## src/rtl/alarm_pkg.sv

```systemverilog
// Shared encodings and default timing for the alarm link receiver and the slave FSM.
package alarm_pkg;

  typedef enum logic [1:0] {
    RX_IDLE    = 2'd0,
    RX_ACQUIRE = 2'd1,
    RX_LOCKED  = 2'd2,
    RX_HOLD    = 2'd3
  } rx_state_t;

  typedef enum logic [1:0] {
    SL_RESET      = 2'd0,
    SL_FAST_SLAVE = 2'd1,
    SL_STOP       = 2'd2
  } slave_state_t;

  localparam int DEF_SYNC_STAGES = 2;
  localparam int DEF_DEB_CYCLES  = 4;
  localparam int DEF_MIN_PERIOD  = 16;
  localparam int DEF_MAX_PERIOD  = 64;
  localparam int DEF_LOCK_COUNT  = 3;

endpackage

```

## src/rtl/alarm_debounce.sv

```systemverilog
// Synchroniser plus debounce filter for the raw alarm line; reports the filtered
// level and a one-cycle pulse on each filtered rising edge.
module alarm_debounce
  import alarm_pkg::*;
#(
  parameter int SYNC_STAGES = DEF_SYNC_STAGES,
  parameter int DEB_CYCLES  = DEF_DEB_CYCLES
) (
  input  logic clk,
  input  logic reset,
  input  logic i_line,
  output logic o_level,
  output logic o_rise
);

  localparam int CW = $clog2(DEB_CYCLES + 1);

  logic [SYNC_STAGES-1:0] r_sync;
  logic [CW-1:0]          r_cnt;
  logic                   r_level;
  logic                   r_rise;
  logic                   w_sync;

  assign w_sync = r_sync[SYNC_STAGES-1];

  always_ff @(posedge clk or posedge reset) begin
    if (reset) begin
      r_sync  <= '0;
      r_cnt   <= '0;
      r_level <= 1'b0;
      r_rise  <= 1'b0;
    end else begin
      r_sync <= {r_sync[SYNC_STAGES-2:0], i_line};
      r_rise <= 1'b0;
      if (w_sync == r_level) begin
        r_cnt <= '0;
      end else if (r_cnt == CW'(DEB_CYCLES - 1)) begin
        // this sample is the DEB_CYCLES-th consecutive disagreement
        r_cnt   <= '0;
        r_level <= w_sync;
        r_rise  <= w_sync;
      end else begin
        r_cnt <= r_cnt + CW'(1);
      end
    end
  end

  assign o_level = r_level;
  assign o_rise  = r_rise;

endmodule

```

## src/rtl/alarm_link_rx.sv

```systemverilog
// Alarm heartbeat receiver: debounced edges, period check, lock FSM driving alarm_recv.
// Build option ALARM_RX_STICKY_EN: a lock timeout parks in HOLD with alarm_recv kept high.
//
// state      | meaning
// IDLE       | no heartbeat, waiting for a first edge
// ACQUIRE    | counting consecutive legal intervals towards lock
// LOCKED     | heartbeat stable, alarm_recv asserted
// HOLD       | lock lost but alarm latched until reset (sticky build only)
module alarm_link_rx
  import alarm_pkg::*;
#(
  parameter int SYNC_STAGES = DEF_SYNC_STAGES,
  parameter int DEB_CYCLES  = DEF_DEB_CYCLES,
  parameter int MIN_PERIOD  = DEF_MIN_PERIOD,
  parameter int MAX_PERIOD  = DEF_MAX_PERIOD,
  parameter int LOCK_COUNT  = DEF_LOCK_COUNT
) (
  input  logic       clk,
  input  logic       reset,
  input  logic       alarm_line,
  output logic       alarm_recv,
  output logic       link_err,
  output logic       link_lost,
  output logic [1:0] lock_state
);

  localparam int IW = $clog2(MAX_PERIOD + 2);
  localparam int GW = $clog2(LOCK_COUNT + 1);
  localparam logic [IW-1:0] INTV_TMO = IW'(MAX_PERIOD + 1);
  localparam logic [IW-1:0] INTV_MIN = IW'(MIN_PERIOD);

  logic            w_level;
  logic            w_rise;
  logic            w_edge;
  logic [IW-1:0]   r_intv;
  logic            w_tmo;
  logic            w_short;
  logic            w_legal;
  rx_state_t       r_state;
  rx_state_t       w_state_next;
  logic [GW-1:0]   r_good;
  logic [GW-1:0]   w_good_next;
  logic            r_recv;
  logic            w_recv_next;
  logic            w_err;
  logic            w_lost;

  alarm_debounce #(
    .SYNC_STAGES(SYNC_STAGES),
    .DEB_CYCLES (DEB_CYCLES)
  ) u_debounce (
    .clk    (clk),
    .reset  (reset),
    .i_line (alarm_line),
    .o_level(w_level),
    .o_rise (w_rise)
  );

  // a rise is only ever reported together with the new high level
  assign w_edge = w_rise & w_level;

  always_ff @(posedge clk or posedge reset) begin
    if (reset) begin
      r_intv <= '0;
    end else if (w_edge) begin
      r_intv <= IW'(1);
    end else if (r_intv != INTV_TMO) begin
      r_intv <= r_intv + IW'(1);
    end
  end

  // a saturated counter means the interval exceeded MAX_PERIOD
  assign w_tmo   = (r_intv == INTV_TMO);
  assign w_short = (r_intv < INTV_MIN);
  assign w_legal = !w_short && !w_tmo;

  always_ff @(posedge clk or posedge reset) begin
    if (reset) begin
      r_state <= RX_IDLE;
      r_good  <= '0;
    end else begin
      r_state <= w_state_next;
      r_good  <= w_good_next;
    end
  end

  always_comb begin
    w_state_next = r_state;
    w_good_next  = r_good;
    case (r_state)
      RX_IDLE: begin
        if (w_edge) begin
          w_state_next = RX_ACQUIRE;
          w_good_next  = GW'(1);
        end
      end
      RX_ACQUIRE: begin
        if (w_edge) begin
          if (w_legal) begin
            w_good_next = r_good + GW'(1);
            if (r_good == GW'(LOCK_COUNT - 1)) w_state_next = RX_LOCKED;
          end else begin
            w_good_next = GW'(1);
          end
        end else if (w_tmo) begin
          w_state_next = RX_IDLE;
        end
      end
      RX_LOCKED: begin
        if (!w_edge && w_tmo) begin
`ifdef ALARM_RX_STICKY_EN
          w_state_next = RX_HOLD;
`else
          w_state_next = RX_IDLE;
`endif
        end
      end
`ifdef ALARM_RX_STICKY_EN
      RX_HOLD: begin
        w_state_next = RX_HOLD;
      end
`endif
      default: begin
        w_state_next = RX_IDLE;
      end
    endcase
  end

  always_comb begin
    w_err       = 1'b0;
    w_lost      = 1'b0;
    w_recv_next = 1'b0;
    if (w_edge && w_short && (r_state == RX_ACQUIRE || r_state == RX_LOCKED)) w_err = 1'b1;
    if (r_state == RX_LOCKED && w_tmo && !w_edge) w_lost = 1'b1;
    if (w_state_next == RX_LOCKED || w_state_next == RX_HOLD) w_recv_next = 1'b1;
  end

  always_ff @(posedge clk or posedge reset) begin
    if (reset) begin
      r_recv <= 1'b0;
    end else begin
      r_recv <= w_recv_next;
    end
  end

  assign alarm_recv = r_recv;
  assign link_err   = w_err;
  assign link_lost  = w_lost;
  assign lock_state = r_state;

endmodule

```

## config.mk

```make
export PLATFORM = sky130hd
export DESIGN_NAME = alarm_link_rx
export DESIGN_NICKNAME = d
export VERILOG_FILES = /design/src/rtl/alarm_pkg.sv /design/src/rtl/alarm_debounce.sv /design/src/rtl/alarm_link_rx.sv
export SDC_FILE = /design/constraint.sdc
export NUM_CORES = 1
export LEC_CHECK = 0
export ABC_AREA = 1
export CORE_MARGIN = 10
export CORE_UTILIZATION = 59
export CTS_CLUSTER_DIAMETER = 50
export DETAILED_ROUTE_END_ITERATION = 16
export PLACE_DENSITY = 0.91
export SKIP_LAST_GASP = 1
export SLEW_MARGIN = 20
export SYNTH_ARGS = -nofsm -noshare
export SYNTH_HDL_FRONTEND = slang
export SYNTH_SLANG_ARGS = --single-unit
```

## constraint.sdc

```tcl
create_clock -name clk -period 2.7 [get_ports clk]
set_input_delay 0.405 -clock clk [delete_from_list [all_inputs] [get_ports clk]]
set_output_delay 0.405 -clock clk [all_outputs]
set_load 0.005 [all_outputs]
```

# Word level (Yosys, flattened, before mapping)
# Index checks and enable logic that the tools add are counted.
# W data, S select, Z words.
totals:
  ff_bits: 19
  latchBits: 0
  mem_bits_rw: 0
  mem_bits_ro: 0
  output_inout_bits: 5
  word_cells: 61
  mem_count: 0
classes:
  addsub: 3
  mul: 0
  n_div: 0
  order_cmp: 1
  n_eq_ne: 11
  shift: 0
  muxes: 20
  n_bitwise: 2
  n_reduce_logical: 16
op_table:
  columns: ["operator", "count"]
  rows:
  - ["$mux W2", 9]
  - ["$mux W7", 2]
  - ["$eq A2 B2 Y1 const B", 4]
  - ["$add A7 B1 Y7 const B", 1]
  - ["$eq A7 B7 Y1 const B", 1]
  - ["$lt A7 B5 Y1 const B", 1]
  - ["$ne A7 B7 Y1 const B", 1]
  - ["$logic_and A1 B1 Y1", 6]
  - ["$mux W3", 2]
  - ["$pmux W2 S3", 1]
  - ["$mux W1", 5]
  - ["$ne A2 B2 Y1 const B", 2]
  - ["$pmux W2 S2", 1]
  - ["$reduce_bool A2 Y1", 2]
  - ["$add A3 B1 Y3 const B", 1]
  - ["$eq A3 B2 Y1 const B", 1]
  - ["$logic_not A1 Y1", 3]
  - ["$reduce_and A3 Y1", 1]
  - ["$add A2 B1 Y2 const B", 1]
  - ["$eq A2 B1 Y1 const B", 1]
  - ["$logic_not A2 Y1", 1]
  - ["$logic_or A1 B1 Y1", 2]
  - ["$reduce_and A2 Y1", 1]
  - ["$and A1 B1 Y1", 1]
  - ["2 further kinds", 2]

# Depth between registers and ports, before layout
depth:
  word_depth: 9
  mapped_depth: 9
  ltp_nobuf: 9

# Modules after synthesis
# Synthesis repeated with hierarchy kept, for this count alone.
hier_totals:
  cells_unflattened: 114
  hier_area_um2: 1002.2
modules_own_cells:
  columns: ["module", "n_inst", "cells_each", "area_each_um2", "seq_area_each_um2"]
  rows:
  - ["alarm_link_rx", 1, 86, 733.2, 300.3]
  - ["alarm_debounce", 1, 28, 269.0, 175.2]

# Worst setup path after synthesis
# OpenSTA, ideal clock, no wires.
synth_timing:
  path_type: "flip-flop to output port"
  startpoint: "reg r_intv[1]"
  endpoint: "out link_lost"
  t_arrival_ps: 912
  required_time_ps: 2295
  setup_slack_ps: 1383
  stages_incl_launch_ff: 7
  path_cell_list: "dfrtp_1 inv_1 ha_1 nand2_1 inv_1 nand4_2 nor2_1"
synth_between:
  elab_chain_cells: 4
synth_lines:
  columns: ["item", "line_no", "text"]
  rows:
  - ["start: declaration", "alarm_link_rx.sv:35", "logic [IW-1:0] r_intv;"]
  - ["start signal: assignment", "alarm_link_rx.sv:68", "r_intv <= r_intv + IW'(1);"]
  - ["$eq A7 B7 Y1", "alarm_link_rx.sv:73", "assign w_tmo = (r_intv == INTV_TMO);"]
  - ["$logic_and A1 B1 Y1 (2 in series)", "alarm_link_rx.sv:134", "if (r_state == RX_LOCKED && w_tmo && !w_edge) w_lost = 1'b1;"]
  - ["$mux W1", "alarm_link_rx.sv:134", null]
  - ["end: declaration", "alarm_link_rx.sv:23", "output logic link_lost,"]
# Every way passes these cells.

# Worst setup path after layout
# Ends and elaborated chain as after synthesis.

==> results by group <==
Run status
  – Status: finished clean

Drt
  – Wire per inst: around 13 um
  – Average via count per standard cell: 5.409
  – Wl on met1: approximately 760 um
  – Vias post-DR: 714
  – Wire length on met2: 893 um
  – 1st-iter DRT viols: 10
  – Top layer in use: met4
  – Total wire length: between 1500 and 2000 um
  – DRT Pass-1 Iters: 4
  – Post-route DRC: 0
  – Post-DRT Antenna Nets: 0
  – Met3 wire len: 56 um

Worst setup path
  – Crit path max fanout: 4
  – CP Data Required Time: 2300 ps
  – Crit path launch: r_intv[1]$_DFFE_PP0N_
  – Worst r2r dst: r_good[0]$_DFFE_PP0P_
  – WP data arrival: between 1500 and 2000 ps
  – R2r setup slk: 1330 ps
  – Crit path capture: link_lost
  – R2r startpoint: r_intv[0]$_DFFE_PP0N_
  – CP Launch Type: flop
  – Crit. End Element: output pin
  – Worst r2r path cells: 7
  – Crit path kind: flop to output pin

Final layout
  – Final net count: 128
  – Fin cells: approximately 130
  – Layout area overhead: 12.13%
  – Layout cell share with drive strength beyond 1: 12.93%
  – # diodes: 0

Synth
  – Synth Instances: between 100 and 150
  – Mapped Area: ~970 um^2
  – Sequential fraction of the synthesis area: around half
  – Top cells by count, synth: dfrtp_1, nand2_1, inv_1, nor2_1, ha_1
  – Asr flop ratio synth: 100.0%
  – Most numerous cell in the Yosys netlist: dfrtp_1
  – Largest area contributor in the netlist: dfrtp_1
  – Synth area leaders: dfrtp_1, ha_1, nand2_1
  – Synth Warn #: 0
  – Mapped Avg Cell Area: slightly above 9 um^2
  – Post-synth EDFFs: 0
  – Most used DFF post-synth: dfrtp_1
  – #FFs+latches synth: 19
  – Share of the synthesized area in the top cell type: roughly half
  – Unique cell type count in the Yosys netlist: 22
  – Syn_nets: around 120

Floorplan
  – DIE HEIGHT: ~61 um
  – Row count: 14
  – Initial core utilization: between 60% and 70%
  – Core box area: 1524 um^2
  – Chip width: slightly above 60 um
  – IO Count: 8
  – Die area: between 3000 and 4000 um^2

Placed design
  – IO buf count: 7
  – Final HPWL DP: 1278 um
  – Placed Instances: around 130
  – Gpl congestion: approximately 0.76

Clocking
  – Clk sinks: 19
  – Cts repair resizes: 0
  – CTS tree: built
  – Clock Latency Late Sink: ~280 ps
  – Reg clk slew, reported paths: 110 ps
  – H-tree depth: 1
  – Root Driver: clkbuf_4
  – Hold Buf Count CTS: 0
  – CTS Buffer Depth: 2
  – Post-CTS setup buffer count: 0
  – Num CTS Buffers: 3

Global route
  – Gr usage total: slightly below 10%
  – Initial antenna violation count: 0
  – First-pass GRT wire length: around 2900 um
  – Vias in the first global route: 740
  – Remaining global-route overflow: 0
  – Pin count of the biggest net entering global routing: 20

Power and ir drop
  – PwrDens: 838.2 nW/um^2
  – Leakage: 0.0005357 uW
  – VDD IR max: about 0.0006 V
  – Pwr Total: ~910 uW

Timing
  – Clock Skews: slightly below 0.7 ps
  – Final setup fails: 0
  – Fin. max-slew vios: 0
  – Fin crit share: 81.71%
  – Setup TNS: 0 ps
  – Max Clk Rate: 453.3 MHz
  – Final min period: 2206 ps
  – Slew headroom: between 50% and 60%
  – Slew @ Worst Pin: around 710 ps
  – RSZ-0062 raised after global routing: false
  – Final Hold Viols: 0

Run
  – Max Cap Viol: 0

Worst hold path
  – HP Class: flop to flop
worst min-delay path by stage:
stage,start,endpoint,slack (ps),cells after the start
after floorplan,u_debounce.r_sync[0]$_DFF_PP0_,u_debounce.r_sync[1]$_DFF_PP0_,330,0
after global placement,u_debounce.r_sync[0]$_DFF_PP0_,u_debounce.r_sync[1]$_DFF_PP0_,330,0
after detailed placement,u_debounce.r_sync[0]$_DFF_PP0_,u_debounce.r_sync[1]$_DFF_PP0_,340,0
after CTS,u_debounce.r_sync[0]$_DFF_PP0_,u_debounce.r_sync[1]$_DFF_PP0_,370,0
after global routing,u_debounce.r_sync[0]$_DFF_PP0_,u_debounce.r_sync[1]$_DFF_PP0_,370,0
final,u_debounce.r_sync[0]$_DFF_PP0_,u_debounce.r_sync[1]$_DFF_PP0_,360,0
sequential cells by signal, indices dropped and copies added, names as in the netlist:
signal and flops:
r_good 2, u_debounce.o_rise 1, r_intv 7, u_debounce.o_level 1
u_debounce.r_sync 2, u_debounce.r_cnt 3, lock_state 2, alarm_recv 1
critical path, stage by stage, from the launching register on:
cell             delay, ps
dfrtp_1                420
inv_1                   90
ha_1                   140
nand2_1                 50
inv_1                   90
nand4_2                110
nor2_1                 110
clkdlybuf4s50_1        510
power by group:
part / total [uW] / leakage (uW) / internal (uW) / switching, uW
clock network: 138 / 0.0000177 / 54.9 / 83.4
registers: 456 / 0.000238 / 368 / 88.0
logic: 317 / 0.000280 / 136 / 181
kinds of logic after synthesis:
group           Yosys count  share of synthesized area, %
compound gates           15                         9.291
flops                    19                         49.03
buf+inv                  16                         6.322
fa+ha+maj                 8                         10.32
xor+xnor                  3                         2.710
simple gates             44                         22.32
metal layers:
metal / up-vias / global-route usage, %
met3: 2 / 2.714
met4: 0 / 2.821
met5: - / 0
met1: 340 / 10.86
li1: 363 / -
met2: 9 / 18.24
through the flow:
| step | cell area, um^2 | setup slack [ps] | hold WS, ps | utilization [%] |
|---|---|---|---|---|
| after floorplan | 969.7 | 1383 | 331.2 | - |
| after global placement | 1060 | 856.2 | 331.5 | 69.54 |
| after detailed placement | 1060 | 826.0 | 340.3 | 69.54 |
| after CTS | 1087 | 475.0 | 365.7 | 71.35 |
| after global routing | 1087 | 374.8 | 368.5 | 71.35 |
| final | 1087 | 493.7 | 363.8 | 71.35 |
area by class of cell:
type	instances	area (um^2)
clock inverter	1	5.005
timing repair buffer	7	70.07
clock buffer	3	22.52
multi-input combinational	70	432.9
fill	89	436.7
tap	16	20.02
sequential	19	475.5
inverter	16	61.31
placed cells by master, fill, tap and decap left out, types with 3 or more instances in the layout:
cell,instances
nand2_1,17
ha_1,8
a21oi_1,5
inv_1,15
dfrtp_1,19
nand4_1,3
o21ai_0,6
clkbuf_4,3
clkdlybuf4s50_1,7
nor2_1,12
No activity file was read; power rests on OpenSTA's default activity.
